### src/rtl/pwm_dimmer.sv
`default_nettype none
// ============================================================================
// Module   : pwm_dimmer
// Purpose  : PWM brightness controller driven by one-cycle button pulses.
//            Keeps an OFF/ON state and a brightness level (1..LEVEL_MAX), and
//            drives a fixed-frequency PWM output. The active duty is reloaded
//            only at period boundaries, so the output never shows runt or
//            stretched pulses.
// Ports    : i_clk           - system clock, rising edge
//            i_reset_n       - asynchronous assert, synchronous release, active low
//            i_btn_onoff     - one-cycle pulse, toggles OFF/ON
//            i_btn_up        - one-cycle pulse, level + 1 (ON only, saturating)
//            i_btn_down      - one-cycle pulse, level - 1 (ON only, saturating)
//            o_pwm           - registered PWM drive
//            o_on            - high while in ON
//            o_level         - current brightness level
//            o_period_start  - high in the cycle where the period counter is 0
// Revision : 1.0 - initial release
// ============================================================================
module pwm_dimmer #(
  parameter int PERIOD    = 100_000,
  parameter int LEVEL_MAX = 4
) (
  input  logic                           i_clk,
  input  logic                           i_reset_n,
  input  logic                           i_btn_onoff,
  input  logic                           i_btn_up,
  input  logic                           i_btn_down,
  output logic                           o_pwm,
  output logic                           o_on,
  output logic [$clog2(LEVEL_MAX+1)-1:0] o_level,
  output logic                           o_period_start
);

  localparam int STEP = PERIOD / LEVEL_MAX;
  localparam int CW   = $clog2(PERIOD);
  // One bit wider than the counter when PERIOD is a power of two, so that a
  // full-on duty (LEVEL_MAX * STEP == PERIOD) is representable.
  localparam int DW   = $clog2(PERIOD + 1);
  localparam int LW   = $clog2(LEVEL_MAX + 1);

  localparam logic [CW-1:0] CNT_LAST  = CW'(PERIOD - 1);
  localparam logic [LW-1:0] LVL_MAX_C = LW'(LEVEL_MAX);
  localparam logic [LW-1:0] LVL_ONE   = LW'(1);

  typedef enum logic [0:0] {
    ST_OFF = 1'b0,
    ST_ON  = 1'b1
  } state_e;

  state_e          state_q, state_d;
  logic [LW-1:0]   level_q, level_d;
  logic [CW-1:0]   cnt_q,   cnt_d;
  logic [DW-1:0]   duty_q,  duty_d;
  logic            pwm_q,   pwm_d;
  logic [DW-1:0]   target_duty;
  logic            cnt_wrap;

  // --------------------------------------------------------------------------
  // State register
  // --------------------------------------------------------------------------
  always_ff @(posedge i_clk or negedge i_reset_n) begin
    if (!i_reset_n) begin
      state_q <= ST_OFF;
      level_q <= LVL_ONE;
      cnt_q   <= '0;
      duty_q  <= '0;
      pwm_q   <= 1'b0;
    end else begin
      state_q <= state_d;
      level_q <= level_d;
      cnt_q   <= cnt_d;
      duty_q  <= duty_d;
      pwm_q   <= pwm_d;
    end
  end

  // --------------------------------------------------------------------------
  // FSM and level update. An onoff pulse takes priority and suppresses any
  // up/down pulse in the same cycle; up and down together cancel.
  // --------------------------------------------------------------------------
  always_comb begin
    state_d = state_q;
    level_d = level_q;
    if (i_btn_onoff) begin
      state_d = (state_q == ST_ON) ? ST_OFF : ST_ON;
    end else if (state_q == ST_ON) begin
      if (i_btn_up && !i_btn_down && (level_q < LVL_MAX_C)) begin
        level_d = level_q + 1'b1;
      end else if (i_btn_down && !i_btn_up && (level_q > LVL_ONE)) begin
        level_d = level_q - 1'b1;
      end
    end
  end

  // --------------------------------------------------------------------------
  // Period counter, duty reload and PWM comparator.
  // The target is formed from the registered state/level, so a button press
  // landing on the wrap edge itself is picked up at the following boundary.
  // --------------------------------------------------------------------------
  assign cnt_wrap    = (cnt_q == CNT_LAST);
  assign target_duty = (state_q == ST_ON) ? DW'(int'(level_q) * STEP) : '0;

  always_comb begin
    cnt_d  = cnt_wrap ? '0 : cnt_q + 1'b1;
    duty_d = cnt_wrap ? target_duty : duty_q;
    // Uses pre-edge counter and duty: high time starts the cycle after cnt==0.
    pwm_d  = (DW'(cnt_q) < duty_q);
  end

  // --------------------------------------------------------------------------
  // Outputs
  // --------------------------------------------------------------------------
  assign o_pwm          = pwm_q;
  assign o_on           = (state_q == ST_ON);
  assign o_level        = level_q;
  assign o_period_start = (cnt_q == '0);

endmodule
`default_nettype wire

### config.mk
export PLATFORM = sky130hd
export DESIGN_NAME = pwm_dimmer
export DESIGN_NICKNAME = d
export VERILOG_FILES = /design/src/rtl/pwm_dimmer.sv
export SDC_FILE = /design/constraint.sdc
export NUM_CORES = 1
export LEC_CHECK = 0
export ABC_AREA = 1
export CAP_MARGIN = 20
export CORE_MARGIN = 2
export CORE_UTILIZATION = 45
export CTS_CLUSTER_SIZE = 40
export DETAILED_ROUTE_END_ITERATION = 8
export PLACE_DENSITY_LB_ADDON = 0.1
export SYNTH_ARGS = -nofsm -noshare
export SYNTH_HDL_FRONTEND = slang
export SYNTH_SLANG_ARGS = --single-unit
### constraint.sdc
create_clock -name i_clk -period 2 [get_ports i_clk]
set_input_delay 0.6 -clock i_clk [delete_from_list [all_inputs] [get_ports i_clk]]
set_output_delay 0.6 -clock i_clk [all_outputs]
set_load 0.05 [all_outputs]
## Yosys cells after proc, flatten, opt, wreduce, memory -nomap -nowiden

Index checks and enable logic that the tools add are counted.

- Bitwise logic cells: 1
- $add $sub $neg: 3
- Equal/unequal tests: 1
- Order comparisons: 3
- Multiplexer cells: 5
- Multiply operators: 1
- Reductions and logical operators: 9

Operators with widths:

| cell | number |
|---|---|
| $mux 17 | 2 |
| $add 17x1->17 const B | 1 |
| $eq 17x17->1 const B | 1 |
| $logic_not 17->1 | 1 |
| $lt 17x17->1 | 1 |
| $mul 3x12->14 const B | 1 |
| $mux 3 | 2 |
| $logic_and 1x1->1 | 4 |
| $add 3x1->3 const B | 1 |
| $gt 3x1->1 const B | 1 |
| $lt 3x3->1 const B | 1 |
| $reduce_and 3->1 | 1 |
| $sub 3x1->3 const B | 1 |
| $logic_not 1->1 | 2 |
| $reduce_bool 2->1 | 1 |
| $mux 1 | 1 |
| $not 1->1 | 1 |

- Flip-flop bits (word level): 39
- Output and inout bits: 6

## Logic depth before layout (Yosys ltp)

- Depth in word-level cells: 5
- Mapped depth: 10
- Mapped depth without buffers: 10

## Worst setup path before layout

No wires, ideal clock.

- Path kind: register -> register
- From: reg level_q[1] (netlist: o_level[1])
- To: reg duty_q[10]
- Data arrival time: 2.059 ns
- Setup slack: -0.176 ns
- Period minus slack after synthesis: 2.176 ns
- Data required time: 1.883 ns
- Cell stages (with the launch flop): 11
- Cells stage by stage: dfrtp_1 inv_1 ha_1 ha_1 inv_1 o21bai_1 inv_1 nand2_1 nand2_1 nand3_2 nand2_1

- Longest elaborated chain between the ends: 2

RTL lines:

| element | line | text |
|---|---|---|
| start, declared | 52 | `logic [LW-1:0] level_q, level_d;` |
| start signal, assigned | 71 | `level_q <= level_d;` |
| $mul 3x12->14 | 102 | `assign target_duty = (state_q == ST_ON) ? DW'(int'(level_q) * STEP) : '0;` |
| $mux 17 | 102 |  |
| end signal, assigned | 73 | `duty_q <= duty_d;` |
| end, declared | 54 | `logic [DW-1:0] duty_q, duty_d;` |

Every way passes these cells.
A chain may end at the register's enable or synchronous reset.

## Worst setup path after layout

- From: reg cnt_q[9]
- To: out o_period_start

- Longest elaborated chain between the ends: 1

RTL lines:

| element | line | text |
|---|---|---|
| start, declared | 53 | `logic [CW-1:0] cnt_q, cnt_d;` |
| start signal, assigned | 72 | `cnt_q <= cnt_d;` |
| $logic_not 17->1 | 117 | `assign o_period_start = (cnt_q == '0);` |
| end, declared | 32 | `output logic o_period_start` |

Every way passes these cells.

==> impl_metrics.py <==
metrics = {
    "yosys": {
        "synth.top_cells.by_area": "sky130_fd_sc_hd__dfrtp_1 35%, sky130_fd_sc_hd__ha_1 14%, sky130_fd_sc_hd__nand2_1 12%, sky130_fd_sc_hd__inv_1 6.9%, sky130_fd_sc_hd__nor2_1 6.0%",
        "seq_area_frac_synth_pct": 35.7,
        "number_of_unique_standard_cell_types_used_by_synthesis": 32,
        "synth_top_area_cell": "sky130_fd_sc_hd__dfrtp_1",
        "synthesis.nets": 341,
        "yosys_register_bits": 34,
        "yosysWarnings": 0,
        "syn_area_sq_um": 2390,
        "post_synth_inst_count": 310,
        "ys.flop_type": "sky130_fd_sc_hd__dfrtp_1",
        "synth_largest_type_area_fraction_pct": 34.6,
        "synth_edf_count": 0,
        "yosys.cell_count.top_type": "sky130_fd_sc_hd__nand2_1",
        "async_reset_ff_share_pct": 100,
        "synth.cells.most_frequent": "76 x sky130_fd_sc_hd__nand2_1, 44 x sky130_fd_sc_hd__inv_1, 38 x sky130_fd_sc_hd__nor2_1, 33 x sky130_fd_sc_hd__dfrtp_1, 26 x sky130_fd_sc_hd__ha_1",
        "synth.avg_cell_area_sq_um": 7.71,
    },
    "global_route": {
        "global_route.usage.total_pct": 18.7,
        "grt_pass1_vias": 1874,
        "grt_start_max_net_pins": 35,
        "grt_first_pass_wirelength_um": 8890,
        "antenna_violations_before_repair": 0,
        "grt_remaining_overflow": 0,
    },
    "critical_path": {
        "startpoint_type": "flip-flop",
        "rr_worst_depth": 9,
        "path_class": "reg2out",
        "crit_path_cell_trace": "nor4_4 -> nand3_1 -> nor2_2 -> buf_12",
        "crit_end": "o_period_start",
        "worst_setup_path_end_kind": "primary output",
        "worstSetupStartpoint": "cnt_q[9]",
        "crit_family": "simple AND/OR/NAND/NOR gates",
        "cp_num_cells": 4,
        "worst_flop_to_flop_path_startpoint": "o_level[1]",
        "r2r_setup_slack_ns": 0.16,
        "critical_path.max_fanout": 2,
        "cp_data_required_time_ns": 1.40,
        "timing.critical_path.slowest_stage_cell": "sky130_fd_sc_hd__dfrtp_1",
        "cp_num_buf_inv": 1,
        "cpPeakStageDelay_ns": 0.41,
        "worst-endpoint-arrival_ns": 1.45,
        "regToRegEndpoint": "duty_q[8]",
    },
    "die": {
        "boundary_pins": 11,
        "core.rowCount": 26,
        "initial_utilization_pct": 46.8,
        "die_x_um": 76.9,
        "fp.dieArea_sq_um": 5910,
        "placeableCoreArea_sq_um": 5110,
        "die_height_um": 76.9,
    },
    "routing": {
        "drt_iter0_drc": 92,
        "drc": 0,
        "routed_wirelength_normalized_by_instance_count_um": 12.5,
        "detail_route.first_pass.iterations": 4,
        "drt-vias-per-instance": 4.87,
        "final_antenna_net_count": 0,
        "detail_route.wirelength_um": 5140,
        "vias": 1996,
    },
    "clock_tree": {
        "clock_tree.root_cell": "sky130_fd_sc_hd__clkbuf_8",
        "tritoncts_num_sinks": 34,
        "cts_htree_levels": 2,
        "insertion_delay_of_the_later_clocked_pin_in_the_worst_skew_pair_ns": 0.28,
        "ctsHoldBuffers": 0,
        "cts_tree": "built",
        "cts-buffers-inserted": 5,
        "number_of_buffers_on_the_longest_clock_path": 2,
        "worst_setup_hold_path_clk_slew_ns": 0.07,
    },
    "place": {
        "detailed_place.area_sq_um": 2650,
        "hpwlAfterDp_um": 3900,
        "gpl.final_weighted_congestion": 0.869,
        "numPortBuffers": 10,
    },
    "sta": {
        "timing.final.max_slew_violations": 0,
        "rsz_0062_raised_after_global_routing": "true",
        "tightest_slew_ns": 0.406,
        "fmax_mhz": 487,
        "slew-limit-headroom_pct": 72.9,
        "final.setup.worst_slack_ns": -0.0514,
        "final.period_utilization_pct": 103,
        "hold_viol_final": 0,
        "min_period_ns": 2.05,
        "setup_viol_count_final": 1,
        "clock_skew_ns": 0.00704,
    },
    "pwr": {
        "leakage_nw": 1.45,
        "total_power_divided_by_cell_area_nw_per_um2": 811,
        "power_mw": 2.27,
        "ir_drop_v": 0.000562,
    },
    "finish": {
        "layout.nets": 370,
        "n_antenna_cell": 0,
        "fin_area_sq_um": 2800,
        "area.growth.synth_to_final_pct": 17.1,
        "drive_gt1_share_pct": 18.2,
    },
    "worst_hold_path": {
        "worst_hold_path_type": "in2async",
    },
    "run_status": {
        "run_status": "complete, but fails checks",
        "failing_checks": "negative setup slack",
    },
    "run": {
        "max_cap_violations": 0,
    },
}
[registers in the layout, indices dropped and copies added (netlist names)]
signal,cells
o_on,1
o_pwm,1
cnt_q,17
duty_q,12
o_level,3
[worst reg2reg max path, stage by stage, from the launching register on]
cell	delay, ns
sky130_fd_sc_hd__dfrtp_2	0.45
sky130_fd_sc_hd__inv_1	0.08
sky130_fd_sc_hd__buf_4	0.16
sky130_fd_sc_hd__ha_1	0.36
sky130_fd_sc_hd__inv_1	0.10
sky130_fd_sc_hd__nand2_1	0.07
sky130_fd_sc_hd__nand2_1	0.10
sky130_fd_sc_hd__or2_2	0.30
sky130_fd_sc_hd__nand3_2	0.08
sky130_fd_sc_hd__nand2_1	0.05
[through the flow]
stage | setup TNS [ns] | setup WS (ns) | std cells | utilization (%) | hold slack, ns
detailed placement | 0 | 0.150 | 398 | 51.9 | 0.465
CTS | -0.0816 | -0.0816 | 407 | 53.7 | 0.270
global placement | 0 | 0.141 | 398 | 51.9 | 0.467
finish | -0.0514 | -0.0514 | 410 | 54.8 | 0.256
floorplan | 0 | 0.0498 | 310 | - | 0.304
global route | -0.161 | -0.161 | 410 | 54.8 | 0.267
[per-layer routing]
layer  up-vias  share of wire, %  track usage [%]
li1       1044                 -                -
met1       913                51             27.6
met2        34                45             28.4
met3         5               3.7             3.53
met4         0              0.60             3.82
met5         -                 0                0
[timing repair]
item | in CTS | in global routing
resized for setup | 1 | 3
hold endpoints to repair | 0 | 0
setup endpoints to repair | 1 | 2
buffers inserted | 1 | 3
pin swaps | 1 | 1
[kinds of logic (layout without fill, tap and decap cells)]
kind of cell               count (synthesis)  in the layout  synth area share [%]
xor gates and xnor gates                  10             10                  3.67
and+or+nand+nor                          165            165                  31.7
buffers and inverters                     51             81                  8.95
DFF                                       34             34                  35.7
AOI/OAI and AO/OA                         24             24                  6.39
adders and majority gates                 26             26                  13.6
[how the worst min path moves through the flow]
stage	from	endpoint	slack (ns)	depth (start not counted)
final	i_reset_n	cnt_q[13]	0.26	2
after global routing	i_reset_n	cnt_q[10]	0.27	2
after CTS	i_reset_n	cnt_q[9]	0.27	2
after global placement	duty_q[9]	duty_q[9]	0.47	2
after detailed placement	duty_q[8]	duty_q[8]	0.46	2
after floorplan	i_reset_n	cnt_q[0]	0.30	0
[cell type report]
cell class / instances / area (sq um)
fillers: 488 / 2310
clock buffers: 8 / 80.1
well taps: 70 / 87.6
repair buffers: 25 / 243
flip-flops and latches: 34 / 855
multi-input cells: 225 / 1350
inverters: 48 / 181
[placed cells by master (no fill, tap or decap), drive strengths merged, types with 8 or more instances in the layout]
master  count
nand2      86
inv        47
nor2       42
dfrtp      33
ha         26
buf        22
nand3      15
o21ai      12
xor2        8
a21oi       8
clkbuf      8
[report_power, final]
part / total (mW) / leakage [nW] / internal, mW / switching [mW]
sequential: 0.788 / 0.450 / 0.736 / 0.0517
clock: 0.489 / 0.0395 / 0.247 / 0.242
combinational: 0.994 / 0.962 / 0.387 / 0.607
No activity file was read; power rests on OpenSTA's default activity.
